[src/rtl/seg7_scan_driver.sv]
// Multiplexed 4-digit seven-segment driver for a signed three-digit decimal value.
// Double-buffered capture; new data becomes visible only at a frame boundary.
// Scan order is sign, hundreds, tens, units, with an all-off gap between digits.
module seg7_scan_driver #(
    parameter int unsigned DW        = 8,
    parameter int unsigned CLK_DIV   = 50000,
    parameter int unsigned BLANK_CYC = 500
) (
    input  logic          clk,
    input  logic          rst_n,
    input  logic          load,
    input  logic          sign,
    input  logic [DW-1:0] hundreds,
    input  logic [DW-1:0] tens,
    input  logic [DW-1:0] units,
    output logic [6:0]    seg_n,
    output logic [3:0]    an_n,
    output logic          frame_done
);

    localparam int unsigned CntMax = (CLK_DIV > BLANK_CYC) ? CLK_DIV : BLANK_CYC;
    localparam int unsigned CW     = $clog2(CntMax + 1);

    localparam logic [CW-1:0] ScanLast  = CW'(CLK_DIV - 1);
    localparam logic [CW-1:0] BlankLast = CW'(BLANK_CYC - 1);

    localparam logic [6:0] SegOff   = 7'b1111111;
    localparam logic [6:0] SegMinus = 7'b0111111;
    localparam logic [6:0] SegErr   = 7'b0000110;
    localparam logic [3:0] AnOff    = 4'b1111;

    typedef enum logic {StScan, StBlank} state_e;

    typedef struct packed {
        logic          sign;
        logic [DW-1:0] h;
        logic [DW-1:0] t;
        logic [DW-1:0] u;
    } digits_t;

    state_e        state_q, state_d;
    logic [1:0]    idx_q, idx_d;
    logic [CW-1:0] cnt_q, cnt_d;
    digits_t       shadow_q, shadow_d;
    digits_t       active_q, active_d;
    logic          pending_q, pending_d;
    logic [6:0]    seg_q, seg_d;
    logic [3:0]    an_q, an_d;
    logic          fd_q, fd_d;
    logic          boundary;

    // Full-width compare so any out-of-range value, however wide, shows 'E'.
    function automatic logic [6:0] enc(input logic [DW-1:0] v);
        logic [6:0] s;
        case (v)
            DW'(0):  s = 7'b1000000;
            DW'(1):  s = 7'b1111001;
            DW'(2):  s = 7'b0100100;
            DW'(3):  s = 7'b0110000;
            DW'(4):  s = 7'b0011001;
            DW'(5):  s = 7'b0010010;
            DW'(6):  s = 7'b0000010;
            DW'(7):  s = 7'b1111000;
            DW'(8):  s = 7'b0000000;
            DW'(9):  s = 7'b0010000;
            default: s = SegErr;
        endcase
        return s;
    endfunction

    // Scan sequencing plus shadow/active buffer hand-over at the frame boundary.
    always_comb begin
        state_d   = state_q;
        idx_d     = idx_q;
        cnt_d     = cnt_q + CW'(1);
        boundary  = 1'b0;
        shadow_d  = shadow_q;
        active_d  = active_q;
        pending_d = pending_q;

        unique case (state_q)
            StScan: begin
                if (cnt_q == ScanLast) begin
                    state_d = StBlank;
                    cnt_d   = '0;
                end
            end
            StBlank: begin
                if (cnt_q == BlankLast) begin
                    state_d  = StScan;
                    cnt_d    = '0;
                    idx_d    = idx_q - 2'd1;
                    boundary = (idx_q == 2'd0);
                end
            end
            default: begin
                state_d = StBlank;
                cnt_d   = '0;
            end
        endcase

        // The copy uses the old shadow, so a load on the boundary edge waits a frame.
        if (boundary && pending_q) begin
            active_d  = shadow_q;
            pending_d = 1'b0;
        end
        if (load) begin
            shadow_d  = '{sign: sign, h: hundreds, t: tens, u: units};
            pending_d = 1'b1;
        end
    end

    // Output decode from next state so the registered outputs line up with the FSM.
    always_comb begin
        an_d  = AnOff;
        seg_d = SegOff;
        fd_d  = boundary;
        if (state_d == StScan) begin
            unique case (idx_d)
                2'd3: begin
                    if (active_d.sign) begin
                        an_d  = 4'b0111;
                        seg_d = SegMinus;
                    end
                end
                2'd2: begin
                    if (active_d.h != '0) begin
                        an_d  = 4'b1011;
                        seg_d = enc(active_d.h);
                    end
                end
                2'd1: begin
                    if ((active_d.h != '0) || (active_d.t != '0)) begin
                        an_d  = 4'b1101;
                        seg_d = enc(active_d.t);
                    end
                end
                2'd0: begin
                    an_d  = 4'b1110;
                    seg_d = enc(active_d.u);
                end
                default: begin
                    an_d  = AnOff;
                    seg_d = SegOff;
                end
            endcase
        end
    end

    // All state and registered outputs; synchronous active-low reset.
    always_ff @(posedge clk) begin
        if (!rst_n) begin
            state_q   <= StBlank;
            idx_q     <= 2'd0;
            cnt_q     <= '0;
            shadow_q  <= '0;
            active_q  <= '0;
            pending_q <= 1'b0;
            seg_q     <= SegOff;
            an_q      <= AnOff;
            fd_q      <= 1'b0;
        end else begin
            state_q   <= state_d;
            idx_q     <= idx_d;
            cnt_q     <= cnt_d;
            shadow_q  <= shadow_d;
            active_q  <= active_d;
            pending_q <= pending_d;
            seg_q     <= seg_d;
            an_q      <= an_d;
            fd_q      <= fd_d;
        end
    end

    assign seg_n      = seg_q;
    assign an_n       = an_q;
    assign frame_done = fd_q;

endmodule

[config.mk]
export PLATFORM = sky130hd
export DESIGN_NAME = seg7_scan_driver
export DESIGN_NICKNAME = d
export VERILOG_FILES = /design/src/rtl/seg7_scan_driver.sv
export SDC_FILE = /design/constraint.sdc
export NUM_CORES = 1
export LEC_CHECK = 0
export CAP_MARGIN = 40
export CORE_MARGIN = 2
export CORE_UTILIZATION = 45
export CTS_CLUSTER_DIAMETER = 80
export CTS_CLUSTER_SIZE = 14
export DETAILED_ROUTE_END_ITERATION = 7
export PLACE_DENSITY = 0.66
export SETUP_SLACK_MARGIN = 0.05
export SLEW_MARGIN = 40
export SYNTH_ARGS = -nofsm -noshare
export SYNTH_HDL_FRONTEND = slang
export SYNTH_SLANG_ARGS = --single-unit
[constraint.sdc]
create_clock -name clk -period 9.6 [get_ports clk]
set_input_delay 2.88 -clock clk [delete_from_list [all_inputs] [get_ports clk]]
set_output_delay 2.88 -clock clk [all_outputs]
set_load 0.005 [all_outputs]
==> impl_metrics.toml <==
[routing]
wirelength_um = 8840
drtIter0Drc = 218
vias = 3322
drtAntennaViolNets = 0
first_pass_iters = 6
drc = 0
vias_per_cell = 5.51
wl_per_cell_um = 14.7

[cells_and_area]
fillers = 838
layout_commonest_cell = "dfxtp_1"
drive_above_1_share_pct = 8.13
fin_nets = 535
layout-area-overhead-vs-synth_pct = 15.8
final_cell_mix = "dfxtp_1 (82), nand2_1 (50), clkdlybuf4s50_1 (39), mux2i_1 (35), nor2b_1 (35)"
fin_area_mm2 = 0.00488
diodes = 0

[critical_path]
r2r_slack_ps = 5500
cp-start-kind = "primary input"
endpoint_kind = "register"
r2r_start = "cnt_q[0]"
crit_chain = "clkdlybuf4s50_1 -> buf_4 -> o31ai_1 -> a21oi_1 -> o211ai_1 -> or4_1"
slowest_stage = "or4_1"
rr_endpoint = "seg_n[2]"
crit_required_ps = 9830
reg2regPathDepth = 12
cpPeakStageDelay_ps = 580
cp.arrival_ps = 5050
criticalPathCategory = "primary input to register"
worstPathMaxFanout = 55

[clocking]
tritoncts = "built"
clk_pin_slew_ps = 90
root_buffer = "clkbuf_8"
htreeDepth = 3
clock_path_buffers = 2
numCtsBuffers = 9
insertion_delay_ps = 370
cts_resized = 0
clock-sinks = 82
postCtsHoldBufs = 0
post_cts_buffers = 0

[synth]
synth_area_mm2 = 0.00421
seq_area_frac_synth_pct = 39.0
synth_area_leader_cell = "dfxtp_1"
async_reset_ff_share_pct = 0
synthFlopType = "dfxtp_1"
synth_seq_cells = 82
avgSynthCellArea_um2 = 9.28
yosys_warnings = 0
synth_cell_types = 68
synth_top_area_share_pct = 39.0
synth-edff-count = 0
synth_area_leaders = "dfxtp_1 (39%), mux2i_1 (8.3%), ha_1 (5.9%), nor2b_1 (5.2%), nand2_1 (4.5%)"
netlist_instances = 454
syn-num-nets = 502

[global_routing]
grt_max_degree = 56
grt_pass1_wl_um = 15100
gr-total-overflow = 0
grt_antenna_before_repair = 0
grt_pass1_vias = 3139
grt.total_usage_pct = 18.6

[sta]
setup_viol = 0
worst_pin_slew_ps = 785
period_minus_slack_ps = 4810
rsz0062_at_grt = "false"
drv_slew = 0
fin_ws_ps = 4790
finalHoldViolations = 0
clock.fmax_mhz = 208
slew_headroom_pct = 47.2
clock_skew_ps = 13.2
hold_ws_ps = 457
fin_tns_setup_ps = 0
fin_crit_sh_pct = 50.1

[placement]
place_area_mm2 = 0.00465
gp_congestion = 0.880
dp_slack_ps = 4400
port_buffers = 39
post-dp-hpwl_um = 6440

[power_and_ir_drop]
vdd_ir_drop_max_mv = 0.0836
p_sw_mw = 0.153
leakage_nw = 1.96
powerDensity_mw_per_mm2 = 137
share_comb_of_total_power_pct = 5.6
p_int_mw = 0.518
pwr-share-clk_pct = 41.6
p_sw_share_pct = 22.8
totalPowerFinal_mw = 0.670
p_seq_share_pct = 52.8

[floorplanning]
core_mm2 = 0.00915
initial_utilization_pct = 46.0
die_w_um = 101
die_h_um = 101
rows = 35
die_area_mm2 = 0.0102
io_pins = 40

[worst_hold_path]
hold_path.class = "register to register"
hold_path.startpoint = "cnt_q[0]"
min_to = "cnt_q[0]"
whs_path_depth = 1

[outcome]
status = "finished, final reports clean"

[run]
maxCapViolations = 0
## Yosys cell counts, drive strengths merged (3+ instances only)
master and n:
or3 3, buf 7, nand2 51, nand3b 4
o31ai 6, nor4 3, dfxtp 82, or4 8
and2 8, nor2 32, inv 14, nand4 4
a21o 3, a21oi 12, xnor2 3, nand3 16
a21boi 15, and3 4, mux2i 39, o2111ai 4
clkbuf 12, xor2 11, nor3 9, o21ai 12
ha 20, nor2b 35
## cell type report
cell class | instances | area (um^2) | area share (%)
Sequential cell | 82 | 1640 | 33.6
Clock buffer | 9 | 124 | 2.54
Tap cell | 111 | 139 | 2.85
Inverter | 14 | 52.6 | 1.08
Clock inverter | 7 | 100 | 2.05
Timing Repair Buffer | 41 | 405 | 8.31
Multi-Input combinational cell | 339 | 2420 | 49.5
## worst max-delay path: cells and delay by family
family	cells	cell delay, ps
buf+inv	2	830
simple gates	1	580
compound gates	3	740
## cell families after synthesis
kind of cell               share of synthesized area (%)
AOI/OAI and AO/OA                                   12.8
xor gates and xnor gates                            2.91
adders and majority gates                           5.94
buffers and inverters                               3.68
DFF                                                 39.0
muxes                                               10.6
and+or+nand+nor                                     25.1
## state kept, by name, summed over array words and instances (netlist names)
register	flops
active_q	25
shadow_q	25
cnt_q	16
seg_n	7
an_n	4
idx_q	2
frame_done	1
pending_q	1
state_q	1
## worst max path at each step
stage / slack (ps) / end / cells after the start / startpoint
6_report: 4790 / seg_n[1] / 6 / rst_n
5_1_grt: 4630 / seg_n[1] / 6 / rst_n
4_1_cts: 4790 / seg_n[1] / 6 / rst_n
3_5_place_dp: 4400 / seg_n[1] / 6 / rst_n
3_3_place_gp: 4480 / seg_n[1] / 6 / rst_n
2_1_floorplan: 5270 / seg_n[1] / 5 / rst_n
## power groups by stage
stage / clock network [mW] / logic [mW] / registers, mW
final: 0.279 / 0.0376 / 0.354
after global routing: 0.299 / 0.0415 / 0.355
after CTS: 0.283 / 0.0383 / 0.354
after detailed placement: 0 / 0.0383 / 0.362
after global placement: 0 / 0.0375 / 0.362
after floorplan: 0 / 0.0231 / 0.360
## routing by layer
metal  up-vias  part of all wire [%]  wire, um  track usage (%)
li1       1668                     -         -                -
met4         0                   1.1        97             4.85
met5         -                     0         0                0
met3        10                   4.5       398             4.92
met1      1569                    50      4400             25.6
met2        75                    45      3940             29.1
## metrics by stage
stage | util, % | instances
CTS | 53.3 | 603
global route | 53.3 | 603
global placement | 50.9 | 587
floorplan | - | 454
finish | 53.3 | 603
detailed placement | 50.9 | 587
Note: power is estimated with default switching activity, not from simulation.
